<file path="src/rtl/str_to_int_pkg.sv">
// Shared definitions for the ASCII decimal parser: character codes,
// parser state encoding and a digit classifier.
package str_to_int_pkg;

    localparam logic [7:0] CH_0     = 8'h30;
    localparam logic [7:0] CH_9     = 8'h39;
    localparam logic [7:0] CH_SPACE = 8'h20;
    localparam logic [7:0] CH_MINUS = 8'h2D;
    localparam logic [7:0] CH_NL    = 8'h0A;

    typedef enum logic [1:0] {
        IDLE   = 2'd0,
        SIGN   = 2'd1,
        DIGITS = 2'd2,
        DONE   = 2'd3
    } state_e;

    // True for ASCII '0'..'9'.
    function automatic logic is_digit(input logic [7:0] ch);
        return (ch >= CH_0) && (ch <= CH_9);
    endfunction

endpackage

</file>
<file path="src/rtl/dec_mac_sat.sv">
// Combinational decimal multiply-accumulate: acc*10 + digit, clamped to
// the all-ones value of WIDTH bits with an overflow flag.
module dec_mac_sat #(
    parameter int WIDTH = 32
) (
    input  logic [WIDTH-1:0] acc,
    input  logic [3:0]       digit,
    output logic [WIDTH-1:0] result,
    output logic             ovf
);

    logic [WIDTH+3:0] acc_ext_s;
    logic [WIDTH+3:0] dig_ext_s;
    logic [WIDTH+3:0] sum_s;

    // Four spare bits hold acc*10+9 for any acc, so the upper nibble alone
    // tells whether the true result exceeds the WIDTH-bit range.
    always_comb begin
        acc_ext_s = {4'b0000, acc};
        dig_ext_s = {{WIDTH{1'b0}}, digit};
        sum_s     = (acc_ext_s << 3'd3) + (acc_ext_s << 3'd1) + dig_ext_s;
        ovf       = |sum_s[WIDTH+3:WIDTH];
        if (ovf) begin
            result = {WIDTH{1'b1}};
        end else begin
            result = sum_s[WIDTH-1:0];
        end
    end

endmodule

</file>
<file path="src/rtl/ascii_dec_to_int.sv">
// Streaming ASCII decimal to two's-complement integer parser. Optional
// leading spaces and '-' sign, then digits, ended by any non-digit.
module ascii_dec_to_int
    import str_to_int_pkg::*;
#(
    parameter int WIDTH = 32,
    parameter int CNT_W = 5
) (
    input  logic             clk,
    input  logic             rst,
    input  logic [7:0]       char_i,
    input  logic             char_valid_i,
    output logic             char_ready_o,
    output logic [WIDTH-1:0] value_o,
    output logic             value_valid_o,
    input  logic             value_ready_i,
    output logic             ovf_o,
    output logic             err_o,
    output logic [CNT_W-1:0] ndigits_o
);

    localparam logic [CNT_W-1:0] CNT_ONE = {{(CNT_W-1){1'b0}}, 1'b1};
    localparam logic [CNT_W-1:0] CNT_MAX = {CNT_W{1'b1}};
    localparam logic [WIDTH-1:0] VAL_ONE = {{(WIDTH-1){1'b0}}, 1'b1};

    state_e           state_r, state_s;
    logic [WIDTH-1:0] acc_r, acc_s;
    logic             neg_r, neg_s;
    logic             ovf_r, ovf_s;
    logic             err_r, err_s;
    logic [CNT_W-1:0] cnt_r, cnt_s;

    logic             take_s;
    logic [WIDTH-1:0] digit_ext_s;
    logic [WIDTH-1:0] mac_acc_s;
    logic             mac_ovf_s;

    assign take_s      = char_valid_i && (state_r != DONE);
    assign digit_ext_s = {{(WIDTH-4){1'b0}}, char_i[3:0]};

    dec_mac_sat #(
        .WIDTH (WIDTH)
    ) u_mac (
        .acc    (acc_r),
        .digit  (char_i[3:0]),
        .result (mac_acc_s),
        .ovf    (mac_ovf_s)
    );

    // State and datapath registers; reset drops any partial parse.
    always_ff @(posedge clk) begin
        if (rst) begin
            state_r <= IDLE;
            acc_r   <= {WIDTH{1'b0}};
            neg_r   <= 1'b0;
            ovf_r   <= 1'b0;
            err_r   <= 1'b0;
            cnt_r   <= {CNT_W{1'b0}};
        end else begin
            state_r <= state_s;
            acc_r   <= acc_s;
            neg_r   <= neg_s;
            ovf_r   <= ovf_s;
            err_r   <= err_s;
            cnt_r   <= cnt_s;
        end
    end

    // Next-state and next-datapath decode for one accepted character.
    always_comb begin
        state_s = state_r;
        acc_s   = acc_r;
        neg_s   = neg_r;
        ovf_s   = ovf_r;
        err_s   = err_r;
        cnt_s   = cnt_r;
        case (state_r)
            IDLE: begin
                if (take_s) begin
                    if (is_digit(char_i)) begin
                        acc_s   = digit_ext_s;
                        cnt_s   = CNT_ONE;
                        state_s = DIGITS;
                    end else if (char_i == CH_SPACE) begin
                        state_s = IDLE;
                    end else if (char_i == CH_MINUS) begin
                        neg_s   = 1'b1;
                        state_s = SIGN;
                    end else begin
                        err_s   = 1'b1;
                        state_s = DONE;
                    end
                end else begin
                    state_s = IDLE;
                end
            end
            SIGN: begin
                if (take_s) begin
                    if (is_digit(char_i)) begin
                        acc_s   = digit_ext_s;
                        cnt_s   = CNT_ONE;
                        state_s = DIGITS;
                    end else begin
                        err_s   = 1'b1;
                        state_s = DONE;
                    end
                end else begin
                    state_s = SIGN;
                end
            end
            DIGITS: begin
                if (take_s) begin
                    if (is_digit(char_i)) begin
                        acc_s = mac_acc_s;
                        ovf_s = ovf_r | mac_ovf_s;
                        if (cnt_r != CNT_MAX) begin
                            cnt_s = cnt_r + CNT_ONE;
                        end else begin
                            cnt_s = cnt_r;
                        end
                        state_s = DIGITS;
                    end else begin
                        // Any non-digit terminates the number and is consumed.
                        state_s = DONE;
                    end
                end else begin
                    state_s = DIGITS;
                end
            end
            DONE: begin
                if (value_ready_i) begin
                    acc_s   = {WIDTH{1'b0}};
                    neg_s   = 1'b0;
                    ovf_s   = 1'b0;
                    err_s   = 1'b0;
                    cnt_s   = {CNT_W{1'b0}};
                    state_s = IDLE;
                end else begin
                    state_s = DONE;
                end
            end
            default: begin
                acc_s   = {WIDTH{1'b0}};
                neg_s   = 1'b0;
                ovf_s   = 1'b0;
                err_s   = 1'b0;
                cnt_s   = {CNT_W{1'b0}};
                state_s = IDLE;
            end
        endcase
    end

    // Outputs decoded purely from registers, so they hold steady in DONE.
    always_comb begin
        char_ready_o  = (state_r != DONE);
        value_valid_o = (state_r == DONE);
        ovf_o         = ovf_r;
        err_o         = err_r;
        ndigits_o     = cnt_r;
        if ((state_r == DONE) && !err_r) begin
            if (neg_r) begin
                value_o = ~acc_r + VAL_ONE;
            end else begin
                value_o = acc_r;
            end
        end else begin
            value_o = {WIDTH{1'b0}};
        end
    end

endmodule

</file>
<file path="config.mk">
export PLATFORM = sky130hd
export DESIGN_NAME = ascii_dec_to_int
export DESIGN_NICKNAME = d
export VERILOG_FILES = /design/src/rtl/str_to_int_pkg.sv /design/src/rtl/dec_mac_sat.sv /design/src/rtl/ascii_dec_to_int.sv
export SDC_FILE = /design/constraint.sdc
export NUM_CORES = 1
export LEC_CHECK = 0
export CORE_ASPECT_RATIO = 1.2
export CORE_MARGIN = 5
export CORE_UTILIZATION = 51
export DETAILED_ROUTE_END_ITERATION = 16
export PLACE_DENSITY = 0.7
export SYNTH_ARGS = -nofsm -noshare
export SYNTH_HDL_FRONTEND = slang
export SYNTH_SLANG_ARGS = --single-unit
</file>
<file path="constraint.sdc">
create_clock -name clk -period 5.6 [get_ports clk]
set_clock_uncertainty 0.1 [all_clocks]
set_input_delay 1.68 -clock clk [delete_from_list [all_inputs] [get_ports clk]]
set_output_delay 1.68 -clock clk [all_outputs]
set_load 0.02 [all_outputs]
</file>
After elaboration in Yosys (flattened, before gate mapping)
Cells that the tools add are included.
- bitwise logic cells: 2
- muxes and demuxes: 41
- add/subtract/negate cells: 4
- reduce and logical (&&, ||, !) cells: 15
- eq/ne operators: 20
- magnitude comparators: 2
- operators with widths (cell ; number):
    $mux W32 ; 8
    $pmux W32 S3 ; 1
    $add A35 B33 Y36 ; 1
    $add A36 B4 Y36 ; 1
    $add A32 B1 Y32 const B ; 1
    $not A32 Y32 ; 1
    $mux W5 ; 6
    $ne A2 B2 Y1 const B ; 11
    $eq A8 B6 Y1 const B ; 2
    $pmux W5 S3 ; 1
    $mux W1 ; 14
    $mux W2 ; 7
    $reduce_and A6 Y1 ; 2
    $ge A8 B6 Y1 const B ; 1
    $le A8 B6 Y1 const B ; 1
    $pmux W2 S4 ; 1
    $reduce_and A8 Y1 ; 1
    $ne A2 B1 Y1 const B ; 3
    $add A5 B1 Y5 const B ; 1
    $ne A5 B5 Y1 const B ; 1
    $reduce_and A5 Y1 ; 1
    $eq A2 B2 Y1 const B ; 2
    $pmux W1 S2 ; 2
    $reduce_and A4 Y1 ; 1
    10 further kinds ; 13
- output and inout port bits: 41
- input bits: 12
- flip-flop bits (word level): 42
- word-level logic and storage cells: 90

Longest topological paths before layout
- word-level depth: 7
- mapped depth: 14
- depth with buffers taken out: 13

By module
From an unflattened synthesis, not the netlist that was laid out.
- cell total of the unflattened synthesis: 659
- area, all modules: 4865.9 sq um
- modules (own cells, without submodules) (module ; seq. area each (sq um) ; cells each ; times used ; area each (sq um)):
    ascii_dec_to_int ; 840.8 ; 364 ; 1 ; 2678.8
    dec_mac_sat ; 0.0 ; 295 ; 1 ; 2187.1

Worst setup path before layout
Ideal clock, no wire load.
- kind: input to register
- from: input char_i[3]
- to: register acc_r[17]
- library setup time: 132 ps
- path slack: 814 ps
- buffers on the path: 1
- cell stages on the path: 13
- arrival time: 4554 ps
- required time: 5368 ps
- path through: inv_1 fa_1 fa_1 nor2b_1 o31a_1 o31ai_1 a211oi_2 o21ai_1 a2111oi_2 o22ai_2 buf_2 o31ai_1 a21oi_1
- longest elaborated chain between the ends: 6
- elaborated cells between the ends (all ways): 12
- those cells by class: add/sub: 1; order compare: 2; eq/ne: 2; mux: 4; reduce/logical: 3
- ends and longest elaborated chain (item ; line ; text):
    start: declaration ; ascii_dec_to_int.sv:11 ; input logic [7:0] char_i,
    $add A36 B4 Y36 ; dec_mac_sat.sv:21 ; sum_s = (acc_ext_s << 3'd3) + (acc_ext_s << 3'd1) + dig_ext_s;
    $reduce_or A4 Y1 ; dec_mac_sat.sv:22 ; ovf = |sum_s[WIDTH+3:WIDTH];
    $mux W32 ; dec_mac_sat.sv:23 ; if (ovf) begin
    $mux W32 ; ascii_dec_to_int.sv:113 ; if (is_digit(char_i)) begin
    $mux W32 ; ascii_dec_to_int.sv:112 ; if (take_s) begin
    $pmux W32 S3 ; ascii_dec_to_int.sv:77 ; case (state_r)
    end signal: assignment ; ascii_dec_to_int.sv:54 ; acc_r <= {WIDTH{1'b0}};
    end signal: assignment ; ascii_dec_to_int.sv:61 ; acc_r <= acc_s;
    end: declaration ; ascii_dec_to_int.sv:27 ; logic [WIDTH-1:0] acc_r, acc_s;
Parallel ways exist; a longest one is shown, timed or not. The select of a mux whose other input is x is not followed.
A chain may end at the register's enable or synchronous reset.

Final worst setup path
- from: register acc_r[2]
- to: output value_o[28]
- longest elaborated chain between the ends: 4
- ends and longest elaborated chain (item ; line ; text):
    $not A32 Y32 ; ascii_dec_to_int.sv:162 ; value_o = ~acc_r + VAL_ONE;
    $add A32 B1 Y32 ; ascii_dec_to_int.sv:162 ;
    $mux W32 ; ascii_dec_to_int.sv:161 ; if (neg_r) begin
    $mux W32 ; ascii_dec_to_int.sv:160 ; if ((state_r == DONE) && !err_r) begin
    end: declaration ; ascii_dec_to_int.sv:14 ; output logic [WIDTH-1:0] value_o,
Every way passes these cells.

==> metrics.csv <==
stage;metric;value;unit
timing;Slew Viols, Final;0;
setup_path;crit path DAT;3.63;ns
synth;most used flip-flop cell after synthesis;dfxtp_1;
grt;initial antenna violation count;0;
min_path;Worst Hold Launch;ndigits_o[3];
setup_path;FF-to-FF Start;acc_r[15];
synth;#FFs+latches synth;42;
finish;final-stage net count;768;
finish;register area;841;sq um
setup_path;Setup Crit Path Kind;register to output pin;
timing;Period minus WS final;5.41;ns
synth;Avg Cell Area, Syn;7.58;sq um
finish;Multi-input gate area;0.00387;sq mm
synth;leading area contributor after synthesis;ha_1;
grt;gr usage total;0.235;
synth;sequential area share after synthesis;0.172;
clock_network;number of buffers on the longest clock path;2;
floorplan;Die Span X;99.4;microns
synth;Post-synth EDFFs;0;
finish;commonest non-fill, non-tap cells in the layout;70 x ha_1, 66 x a21oi_1, 64 x nor2_1;
power;leak pwr;2.60;nW
setup_path;CP required;3.82;ns
finish;commonest non-fill, non-tap cell in the layout;ha_1;
clock_network;Clock Latency Late Sink;0.29;ns
finish;fraction of layout cells with a size suffix above 1;0.0599;
timing;crit share post-route;0.966;
floorplan;# IOs;53;
clock_network;CTS tree;yes;
synth;ys async rst share;0;
detailed_routing;routed len/inst;16.9;microns
finish;area delta synth->final;16.4;%
finish;# diodes;0;
status;status;complete, no violations;
detailed_routing;DRT Wirelength;13.7;mm
power;internal power;0.000636;W
flow_run;max_cap viols;0;
power;Worst VDD drop;0.177;mV
power;power density over the cells;180;mW/mm^2
synth;synth warn;0;
clock_network;CTS buffer count;5;
floorplan;Std-Cell Rows;39;
power;clock share of power;0.298;
timing;Hold Violations, Final;0;
synth;synth top area cells;ha_1 18%, dfxtp_1 17%, xor2_1 7.0%;
synth;Cells after Synth;646;
clock_network;hold_buf cts;0;
detailed_routing;ANT nets after route;0;
grt;vias in the first global route;4902;
finish;filler cell count;933;
timing;Slew HR;0.224;
timing;Total Neg Setup Slack;0;ns
floorplan;Die Ht;117;microns
setup_path;worst-path fanout max;8;
power;combinational power share;0.364;
detailed_routing;vias;4971;
clock_network;Post-CTS Setup Inserts;0;
grt;global-route wire length before repair;23.1;mm
power;total power draw;0.00103;W
power;Sw Ratio;0.380;
place;HPWL after detailed placement;10.5;mm
synth;Distinct cells, synth;61;
clock_network;Clock Sinks;42;
setup_path;Worst setup EP type;output pin;
clock_network;CTS Root Cell;clkbuf_16;
timing;Final Setup Violations;0;
setup_path;reg2reg path depth;13;
timing;fmax;185;MHz
synth;top-area cell type share of the netlist area;0.179;
detailed_routing;DRT Pass-1 Iters;5;
place;Final GP Congestion;0.948;
min_path;WHS Path Cells;1;
synth;Syn Nets;730;
clock_network;CTS clock-pin slew for the worst setup and hold paths;0.07;ns
floorplan;full die area;0.0117;sq mm
clock_network;htree depth;2;
timing;worst slew pin tran;1.16;ns
detailed_routing;Avg Vias per Cell;6.15;
floorplan;Initial Util;0.517;
setup_path;launch point of the critical path;acc_r[2];
detailed_routing;Remaining DRCs;0;
power;sequential power share;0.338;
min_path;HP Class;register to register;
setup_path;critical path startpoint category;register;
grt;GRT overflow;0;
floorplan;core area;0.00947;sq mm
grt;largest net degree at the start of global routing;33;
detailed_routing;iteration-0 DRC count of the detailed router;256;
power;Psw;0.000389;W
place;IO buf count;52;
timing;RSZ-0062 raised after global routing;no;
synth;Netlist Area Pre-Place;0.00490;sq mm
worst max-delay path: stages, from the launching register on:
cell	delay, ns
dfxtp_1	0.40
or4_4	0.60
nor3_4	0.16
nand2_2	0.11
or4_4	0.46
nor3_2	0.24
nand3_2	0.19
o31ai_1	0.33
xor2_1	0.11
nor2_1	0.11
clkdlybuf4s50_1	0.63
power by group through the flow:
stage	Clock, W	Sequential (W)	Combinational, W
global placement	0	0.000352	0.000355
finish	0.000306	0.000347	0.000373
global route	0.000324	0.000350	0.000417
CTS	0.000307	0.000346	0.000365
floorplan	0	0.000337	0.000278
detailed placement	0	0.000353	0.000362
registers in the layout (all words and copies together), names as in the netlist:
| name | flops |
|---|---|
| acc_r | 32 |
| ndigits_o | 5 |
| state_r | 2 |
| err_o | 1 |
| neg_r | 1 |
| ovf_o | 1 |
worst paths after layout:
path | endpoint | slack (ns)
max | value_o[28] | 0.19
min | ndigits_o[3] | 0.42
max reg2reg | acc_r[29] | 1.68
min reg2reg | ndigits_o[3] | 0.42
final cells by class:
cell class | instances | share of cell area
Timing Repair Buffer | 62 | 0.107
Multi-Input combinational cell | 554 | 0.679
Inverter | 19 | 0.0125
Tap cell | 123 | 0.0270
Sequential cell | 42 | 0.148
Clock buffer | 6 | 0.0244
Clock inverter | 2 | 0.00220
metal layers:
layer  part of all wire  track usage  wire length [microns]
met5                  0            0                      0
met4              0.018       0.0683                    253
met2               0.50        0.410                   6890
met3              0.044       0.0321                    606
met1               0.43        0.297                   5940
synthesized netlist by cell type (8+ instances only):
library cell,count
nor2_1,65
o31ai_1,36
ha_1,70
xnor2_1,18
a31oi_1,8
clkbuf_1,23
nand3_1,17
nor2b_1,8
inv_1,19
o21ai_0,35
nor3_1,14
a21o_1,15
xor2_1,39
nand2_1,60
a21oi_1,66
dfxtp_1,42
kinds of logic after synthesis:
| group | count (synthesis) | synth area share |
|---|---|---|
| AND/OR/NAND/NOR | 207 | 0.204 |
| AO/OA/AOI/OAI | 217 | 0.290 |
| multiplexers | 1 | 0.00204 |
| XOR/XNOR | 57 | 0.102 |
| adder cells (fa/ha/maj) | 72 | 0.187 |
| buffers and inverters | 50 | 0.0427 |
| flip-flops | 42 | 0.172 |
stage by stage:
step	worst slack (ns)	hold WS, ns	cell area, sq um	utilization	instances
2_1_floorplan	0.814	0.383	4900	-	646
3_3_place_gp	0.200	0.407	5520	0.583	800
3_5_place_dp	0.0719	0.399	5520	0.583	800
4_1_cts	0.109	0.415	5670	0.599	808
5_1_grt	0.0508	0.437	5700	0.602	808
6_report	0.192	0.421	5700	0.602	808
repair_timing:
item                                    4_1_cts  5_1_grt
endpoints found under the hold margin         0        0
endpoints found under the setup margin        0        3
gates resized for setup                       0        5
Power figures use the tool's default switching activity.
